### config.mk
export PLATFORM = sky130hd
export DESIGN_NAME = pipeline_control
export DESIGN_NICKNAME = d
export VERILOG_FILES = /design/src/rtl/cpu_control_package.sv /design/src/rtl/control.sv /design/src/rtl/pipeline_control.sv
export SDC_FILE = /design/constraint.sdc
export NUM_CORES = 1
export LEC_CHECK = 0
export CAP_MARGIN = 20
export CORE_MARGIN = 2
export CORE_UTILIZATION = 49
export CTS_CLUSTER_SIZE = 25
export DETAILED_ROUTE_END_ITERATION = 8
export GPL_TIMING_DRIVEN = 0
export PLACE_DENSITY_LB_ADDON = 0.15
export SYNTH_ARGS = -nofsm -noshare
export SYNTH_HDL_FRONTEND = slang
export SYNTH_HIERARCHICAL = 1
export SYNTH_SLANG_ARGS = --single-unit
### constraint.sdc
create_clock -name clk -period 2.2 [get_ports clk]
set_input_delay 0.44 -clock clk [delete_from_list [all_inputs] [get_ports clk]]
set_output_delay 0.44 -clock clk [all_outputs]
set_load 0.02 [all_outputs]
### src/rtl/cpu_control_package.sv
// cpu_control_package: control encodings, stage bundle type and decode helpers for the core
package cpu_control_package;
  localparam int REG_W = 5;
  typedef enum logic [3:0] {
    ALU_ADD, ALU_SUB, ALU_AND, ALU_OR, ALU_XOR, ALU_SLL, ALU_SRL, ALU_SRA, ALU_SLT, ALU_SLTU, ALU_PASS_B
  } alu_function_t;
  typedef enum logic [2:0] {R_TYPE, I_TYPE, S_TYPE, B_TYPE, U_TYPE, J_TYPE} instruction_type_t;
  typedef enum logic [1:0] {FWD_REG = 2'b00, FWD_WB = 2'b01, FWD_MEM = 2'b10} forward_sel_t;
  typedef struct packed {
    alu_function_t     alu_control;
    logic              alu_select;
    instruction_type_t instruction_type;
    logic              dmem_write;
    logic              reg_write;
    logic              result_select;
    logic              branch;
    logic [REG_W-1:0]  rd;
    logic [REG_W-1:0]  rs1;
    logic [REG_W-1:0]  rs2;
    logic              rs1_used;
    logic              rs2_used;
    logic              valid;
  } ctrl_bundle_t;
  localparam ctrl_bundle_t BUBBLE = '0;
  // alt selects SUB for funct3=000 and arithmetic shift for funct3=101
  function automatic alu_function_t alu_op(input logic [2:0] funct3, input logic alt);
    case (funct3)
      3'b000:  return alt ? ALU_SUB : ALU_ADD;
      3'b001:  return ALU_SLL;
      3'b010:  return ALU_SLT;
      3'b011:  return ALU_SLTU;
      3'b100:  return ALU_XOR;
      3'b101:  return alt ? ALU_SRA : ALU_SRL;
      3'b110:  return ALU_OR;
      default: return ALU_AND;
    endcase
  endfunction
endpackage

### src/rtl/control.sv
// control: single-instruction decoder producing ALU, format and strobe controls
module control
  import cpu_control_package::*;
(
  input  logic [31:0]       instruction,
  output alu_function_t     alu_control,
  output logic              alu_select,
  output instruction_type_t instruction_type,
  output logic              dmem_write,
  output logic              reg_write,
  output logic              result_select,
  output logic              branch
);
  logic [2:0] funct3;
  logic       unused_bits;
  assign funct3 = instruction[14:12];
  assign unused_bits = ^{instruction[31], instruction[29:25]};
  // opcode decode; unknown opcodes decode to a no-op with every strobe low
  always_comb begin
    alu_control = ALU_ADD;
    alu_select = 1'b0;
    instruction_type = R_TYPE;
    dmem_write = 1'b0;
    reg_write = 1'b0;
    result_select = 1'b0;
    branch = 1'b0;
    case (instruction[6:0])
      7'b0110011: begin
        reg_write = 1'b1;
        alu_control = alu_op(funct3, instruction[30]);
      end
      7'b0010011: begin
        reg_write = 1'b1;
        alu_select = 1'b1;
        instruction_type = I_TYPE;
        alu_control = alu_op(funct3, funct3 == 3'b101 && instruction[30]);
      end
      7'b0000011: begin
        reg_write = 1'b1;
        alu_select = 1'b1;
        result_select = 1'b1;
        instruction_type = I_TYPE;
      end
      7'b0100011: begin
        dmem_write = 1'b1;
        alu_select = 1'b1;
        instruction_type = S_TYPE;
      end
      7'b1100011: begin
        branch = 1'b1;
        alu_control = ALU_SUB;
        instruction_type = B_TYPE;
      end
      7'b0110111: begin
        reg_write = 1'b1;
        alu_select = 1'b1;
        alu_control = ALU_PASS_B;
        instruction_type = U_TYPE;
      end
      default: ;
    endcase
  end
endmodule

### src/rtl/pipeline_control.sv
// pipeline_control: staged control bundles with load-use/RAW stalls, forwarding select and branch flush
module pipeline_control
  import cpu_control_package::*;
#(
  parameter int REG_ADDR_WIDTH = 5,
  parameter bit FORWARDING = 1'b1
) (
  input  logic                      clk,
  input  logic                      reset,
  input  logic [31:0]               id_instruction,
  input  logic                      id_valid,
  input  logic                      alu_equal,
  output logic                      stall,
  output logic                      flush,
  output logic                      pc_select,
  output forward_sel_t              forward_a,
  output forward_sel_t              forward_b,
  output alu_function_t             ex_alu_control,
  output logic                      ex_alu_select,
  output instruction_type_t         ex_instruction_type,
  output logic                      mem_dmem_write,
  output logic                      wb_reg_write,
  output logic                      wb_result_select,
  output logic [REG_ADDR_WIDTH-1:0] wb_rd
);
  ctrl_bundle_t      id_b, ex_b, mem_b, wb_b;
  alu_function_t     d_alu;
  instruction_type_t d_type;
  logic              d_sel, d_dmem, d_reg, d_res, d_br, load_use, raw, unused_bits;
  control u_control (
    .instruction(id_instruction), .alu_control(d_alu), .alu_select(d_sel), .instruction_type(d_type),
    .dmem_write(d_dmem), .reg_write(d_reg), .result_select(d_res), .branch(d_br)
  );
  function automatic logic hit(input ctrl_bundle_t p, input logic [REG_W-1:0] r, input logic used);
    return used && p.valid && p.reg_write && p.rd != '0 && p.rd == r;
  endfunction
  function automatic logic any_hit(input ctrl_bundle_t p, input ctrl_bundle_t c);
    return hit(p, c.rs1, c.rs1_used) || hit(p, c.rs2, c.rs2_used);
  endfunction
  assign id_b = id_valid ? ctrl_bundle_t'{
    alu_control: d_alu, alu_select: d_sel, instruction_type: d_type, dmem_write: d_dmem,
    reg_write: d_reg, result_select: d_res, branch: d_br,
    rd: id_instruction[11:7], rs1: id_instruction[19:15], rs2: id_instruction[24:20],
    rs1_used: d_type != U_TYPE && d_type != J_TYPE, rs2_used: d_type inside {R_TYPE, S_TYPE, B_TYPE},
    valid: 1'b1} : BUBBLE;
  // hazards and forwarding from current stage contents; the older branch beats any stall
  always_comb begin
    load_use = ex_b.result_select && any_hit(ex_b, id_b);
    raw = !FORWARDING && (any_hit(ex_b, id_b) || any_hit(mem_b, id_b) || any_hit(wb_b, id_b));
    flush = ex_b.valid && ex_b.branch && alu_equal;
    stall = !flush && (load_use || raw);
    forward_a = !FORWARDING ? FWD_REG : hit(mem_b, ex_b.rs1, ex_b.rs1_used) ? FWD_MEM :
                hit(wb_b, ex_b.rs1, ex_b.rs1_used) ? FWD_WB : FWD_REG;
    forward_b = !FORWARDING ? FWD_REG : hit(mem_b, ex_b.rs2, ex_b.rs2_used) ? FWD_MEM :
                hit(wb_b, ex_b.rs2, ex_b.rs2_used) ? FWD_WB : FWD_REG;
  end
  // EX takes a bubble on stall or flush; MEM and WB always advance
  always_ff @(posedge clk) begin
    if (reset) begin
      ex_b <= BUBBLE;
      mem_b <= BUBBLE;
      wb_b <= BUBBLE;
    end else begin
      ex_b <= (stall || flush) ? BUBBLE : id_b;
      mem_b <= ex_b;
      wb_b <= mem_b;
    end
  end
  assign pc_select = flush;
  assign ex_alu_control = ex_b.alu_control;
  assign ex_alu_select = ex_b.alu_select;
  assign ex_instruction_type = ex_b.instruction_type;
  assign mem_dmem_write = mem_b.valid && mem_b.dmem_write;
  assign wb_reg_write = wb_b.valid && wb_b.reg_write;
  assign wb_result_select = wb_b.result_select;
  assign wb_rd = REG_ADDR_WIDTH'(wb_b.rd);
  assign unused_bits = ^wb_b;
endmodule
== Yosys cells after proc, flatten, opt, wreduce, memory -nomap -nowiden ==
Index checks and enable logic that the tools add are counted.
Storage, ports and cells
  register bits after elaboration: 47
  bits of input ports: 36
  output and inout port bits: 23
Operators by class
  equality and inequality tests: 22
  muxes and demuxes: 18
  bitwise operators: 1
  reductions and logical operators: 46
Operators by type and width (number)
  $pmux 4 s7: 2
  $logic_and 1x1->1: 32
  $eq 5x5->1: 6
  $eq 7x6->1 const B: 3
  $pmux 4 s4: 1
  $reduce_bool 5->1: 3
  $mux 13: 1
  $eq 3x2->1 const B: 4
  $pmux 3 s4: 1
  $mux 1: 11
  $eq 3x3->1 const B: 3
  $reduce_or 4->1: 2
  $eq 7x2->1 const B: 1
  $eq 7x5->1 const B: 1
  $eq 7x7->1 const B: 1
  $logic_not 3->1: 2
  $ne 3x3->1 const B: 2
  $mux 2: 2
  $reduce_or 2->1: 2
  $eq 3x1->1 const B: 1
  $reduce_bool 3->1: 1
  $reduce_or 3->1: 1
  $logic_or 1x1->1: 2
  $logic_not 1->1: 1
  $not 1->1: 1

== Longest topological paths before layout ==
  depth in word-level cells: 15
  gate-level depth with buffers: 9
  gate-level depth less buffers: 8

== Modules after synthesis ==
The synthesis kept the hierarchy.
By module, submodules not included
  pipeline_control: instances 1, cells an instance 197, area each 2080.7 um^2
  control: instances 1, cells an instance 35, area each 229.0 um^2

== Worst setup path after synthesis ==
Ideal clock, no wire load.
  path kind: in2out
  start point: input id_instruction[2]
  end point: output stall
  arrival: 1.862 ns
  slack: -0.102 ns
  stages: 7
  cell sequence: nand4bb_4 > nor3_2 > inv_1 > a21oi_1 > nor2b_1 > nand3_1 > a211oi_1
Between the ends
  cells in the longest elaborated chain, start to end: 13
  elaborated cells on any way between the ends: 26
RTL lines
  start: declaration: line pipeline_control.sv:10  | input logic [31:0] id_instruction,
  $eq 7x2->1 / $eq 7x5->1 (equally long branches)
  $reduce_or 2->1 (no line)
  $pmux 3 s4 *: line control.sv:27  | case (instruction[6:0])
  named net d_type[1]: line pipeline_control.sv:28  | instruction_type_t d_type;
  $eq 3x2->1, or another cell as far along: line pipeline_control.sv:44  | rs1_used: d_type != U_TYPE && d_type != J_TYPE, rs2_used: d_type inside {R_TYPE, S_TYPE, B_TYPE},
  $reduce_bool 3->1 / $logic_and 1x1->1 (equally long branches): line pipeline_control.sv:44
  $mux 13 *: line pipeline_control.sv:40  | assign id_b = id_valid ? ctrl_bundle_t'{
  $logic_and 1x1->1 (4 in series): line pipeline_control.sv:35  | return used && p.valid && p.reg_write && p.rd != '0 && p.rd == r;
  $logic_or 1x1->1 *: line pipeline_control.sv:38  | return hit(p, c.rs1, c.rs1_used) || hit(p, c.rs2, c.rs2_used);
  $logic_and 1x1->1 *: line pipeline_control.sv:48  | load_use = ex_b.result_select && any_hit(ex_b, id_b);
  $logic_and 1x1->1 *: line pipeline_control.sv:51  | stall = !flush && (load_use || raw);
  end: declaration: line pipeline_control.sv:13  | output logic stall,
Mark *: on every way through the listed nets, which the timed path passes. The rest lies on a longest branch.

== Final worst setup path ==
  start point: register mem_b[15] (netlist name)
  end point: output forward_a[0]
Between the ends
  cells in the longest elaborated chain, start to end: 4
  elaborated cells on any way between the ends: 5
RTL lines
  start: declaration: line pipeline_control.sv:26  | ctrl_bundle_t id_b, ex_b, mem_b, wb_b;
  start signal: assignment: line pipeline_control.sv:61  | mem_b <= BUBBLE;
  start signal: assignment: line pipeline_control.sv:65  | mem_b <= ex_b;
  $reduce_bool 5->1: line pipeline_control.sv:35
  $logic_and 1x1->1: line pipeline_control.sv:35
  $logic_and 1x1->1 *: line pipeline_control.sv:35
  $mux 2 *: line pipeline_control.sv:52  | forward_a = !FORWARDING ? FWD_REG : hit(mem_b, ex_b.rs1, ex_b.rs1_used) ? FWD_MEM :
  end: declaration: line pipeline_control.sv:16  | output forward_sel_t forward_a,
Mark *: on every way between the ends. The rest lies on a longest branch, timed or not.

==> impl_metrics.csv <==
group,metric,value,unit
final_layout,fin_util,72.4,%
floorplanning,die-area,5280,µm²
final_layout,finalNonFillerCells,362,
timing,setup_tns,-0.292,ns
worst_setup_path,cp.buffers_inverters,2,
clock_network,path_clk_slew,0.09,ns
final_layout,final_common_cell,"dfxtp_1",
worst_setup_path,worst_ep_arrival_time,1.87,ns
final_layout,multiInputGateArea,1290,µm²
worst_setup_path,cp_max_fo,4,
route,wirelength,5.39,mm
worst_setup_path,cp_slowest_stage_delay,0.52,ns
worst_setup_path,crit_family,"simple AND/OR/NAND/NOR gates",
timing,max_freq,432,MHz
placement,dp_cells,334,
clock_network,cts_tree,"yes",
synth,yosysWarnings,6,
synth,ys_seq_area_share,40.7,%
global_routing,grt_pass1_wl,8.55,mm
timing,tightest_slew,0.436,ns
route,drt_iter0_drc,69,
clock_network,clock-sinks,47,
synth,yosysTopAreaCell,"dfxtp_1",
global_routing,globalRouteMet3Util,5.66,%
final_layout,layout-drive-gt1-share,34.8,%
synth,syn_inst,232,
synth,syn_avg_cell_area,9.96,µm²
placement,place_congestion,0.826,
power,leakage,1.30,nW
timing,fin_crit,2.31,ns
synth,ys_top_cells_by_area,"dfxtp_1, nor3b_2, xor2_1",
synth,yosysUniqueCellTypes,45,
timing,maxSlewViolCount,0,
worst_setup_path,path_cells,"or4_4 > o211ai_1 > buf_4 > nor3_2 > nor3_1 > buf_2",
timing,setup_slack,-0.114,ns
worst_setup_path,path_class,"flip-flop to primary output",
global_routing,grt_pass1_vias,1778,
final_layout,mostFrequentLayoutCells,"dfxtp_1, buf_4, clkdlybuf4s50_1",
final_layout,syn2layout_area_growth,39.2,%
global_routing,overflow,0,
clock_network,htree_levels,2,
route,vias,1909,
final_layout,nets,345,
global_routing,grtUsageTotal,21.1,%
worst_setup_path,cp-end-kind,"primary output",
global_routing,grt_busiest_layer,"met2",
power,power.density,546,nW/µm²
floorplanning,chipHeight,72.7,µm
global_routing,met2_usage,33.4,%
timing,slew_headroom,71.0,%
hold_path,hold_path_class,"flip-flop to flip-flop",
placement,dpl_worst_slack,-1.09,ns
route,wire_per_inst,14.9,µm
clock_network,clock_path_buffers,2,
global_routing,grt_max_degree,17,
final_layout,fillCellCount,321,
timing,finClkSkew,0.0103,ns
floorplanning,rows,24,
clock_network,clockRootBuffer,"clkbuf_8",
worst_setup_path,slowest_stage,"or4_4",
synth,synth_top_area_share,40.7,%
route,ant_nets,0,
timing,hold_violations,0,
run,max_cap_violations,0,
global_routing,antenna_found_initial,0,
timing,rsz0062_at_grt,"yes",
clock_network,insertion_delay,0.31,ns
synth,syn-num-nets,268,
floorplanning,io_pins,59,
outcome,failed_checks,"negative setup slack",
power,ir_drop,0.307,mV
clock_network,cts_inserted_buffers,5,
timing,fin_crit_sh,105,%
floorplanning,initial_utilization,52.0,%
synth,synthesis.area,2310,µm²
worst_setup_path,crit_path_start_kind,"flip-flop",
timing,setup_violations,3,
global_routing,grtUsageMet1,27.2,%
route,drt_pass1_iterations,4,
placement,dp_hpwl,3.54,mm
worst_setup_path,required,1.76,ns
final_layout,n_antenna_cell,0,
outcome,outcome,"complete, but fails checks",
floorplanning,core_area,4440,µm²
placement,io_buffers,50,
route,drc,0,
floorplanning,die_x,72.7,µm
clock_network,cts-hold-fix-buffers,0,
route,vias_per_cell,5.27,
synth,synth.ff_latch_count,47,
final_layout,seq_area,948,µm²
[where the power goes]
| part | internal (mW) | total, mW | leakage [nW] | switching [mW] |
|---|---|---|---|---|
| combinational | 0.119 | 0.222 | 0.856 | 0.103 |
| sequential | 0.870 | 0.891 | 0.385 | 0.0216 |
| clock | 0.342 | 0.641 | 0.0548 | 0.299 |
| total | 1.33 | 1.75 | 1.30 | 0.424 |
[logic make-up (layout without fill, tap and decap cells)]
group / count (synthesis) / after routing / share of synthesized area [%]
and+or+nand+nor: 111 / 111 / 34.5
DFF: 47 / 47 / 40.7
xor gates and xnor gates: 29 / 29 / 11.0
buffers and inverters: 26 / 104 / 7.75
AOI/OAI and AO/OA: 19 / 19 / 6.01
[what timing repair did]
| action | in CTS | in global routing |
|---|---|---|
| endpoints found under the setup margin | 36 | 22 |
| cloned | 0 | 0 |
| resized for setup | 69 | 26 |
| pin swaps | 12 | 12 |
| setup buffers | 15 | 6 |
[registers in the layout, summed over array words and instances, names as in the netlist]
| name | count |
|---|---|
| ex_alu_control | 4 |
| wb_b | 2 |
| mem_b | 9 |
| ex_b | 22 |
| wb_rd | 5 |
| ex_alu_select | 1 |
| ex_instruction_type | 3 |
| wb_result_select | 1 |
[area by class of cell]
| class | instances | share of cell area [%] |
|---|---|---|
| plain buffers | 21 | 4.98 |
| clock buffers | 5 | 2.14 |
| clock inverters | 3 | 1.44 |
| inverters | 5 | 0.584 |
| multi-input cells | 159 | 40.3 |
| flip-flops and latches | 47 | 29.5 |
| well taps | 52 | 2.02 |
| repair buffers | 70 | 19.1 |
[metal layers]
metal | vias up | wire length (µm)
met3 | 9 | 305
li1 | 940 | -
met1 | 898 | 2360
met2 | 62 | 2630
met5 | - | 0
met4 | 0 | 94
[synthesized netlist by cell type (all sizes together)]
| library cell | count |
|---|---|
| a21oi | 4 |
| o311ai | 1 |
| a2111oi | 1 |
| clkbuf | 3 |
| or2 | 2 |
| nand2 | 9 |
| nand4 | 4 |
| a211oi | 2 |
| buf | 18 |
| nor2b | 19 |
| xnor2 | 14 |
| inv | 5 |
| nor3b | 26 |
| o21ai | 4 |
| nand4b | 1 |
| nand3 | 6 |
| nor3 | 12 |
| o211ai | 2 |
| a31o | 1 |
| nand3b | 1 |
| o311a | 1 |
| and2 | 3 |
| xor2 | 15 |
| and2b | 1 |
| nor4bb | 1 |
| nor2 | 11 |
| and4 | 1 |
| and3b | 1 |
| and3 | 2 |
| dfxtp | 47 |
| nand2b | 4 |
| nor4 | 4 |
| or4 | 2 |
| a32oi | 1 |
| a41oi | 1 |
| nand4bb | 1 |
| o22a | 1 |
[stage by stage]
step	cell area [µm²]	total power, mW	hold WS [ns]
6_report	3220	1.75	0.443
5_1_grt	3220	1.83	0.477
4_1_cts	3130	1.74	0.449
3_5_place_dp	2880	1.11	0.427
3_3_place_gp	2880	1.11	0.426
2_1_floorplan	2310	1.02	0.414
[worst paths after layout]
check | from | endpoint | slack, ns | cells past startpoint
min reg2reg | ex_b[21]$_SDFF_PP0_ | mem_b[21]$_SDFF_PP0_ | 0.44 | 1
min | ex_b[21]$_SDFF_PP0_ | mem_b[21]$_SDFF_PP0_ | 0.44 | 1
max reg2reg | ex_b[13]$_SDFF_PP0_ | ex_b[8]$_SDFF_PP0_ | 0.36 | 6
max | mem_b[15]$_SDFF_PP0_ | forward_a[0] | -0.11 | 6
No activity file was read; power rests on OpenSTA's default activity.
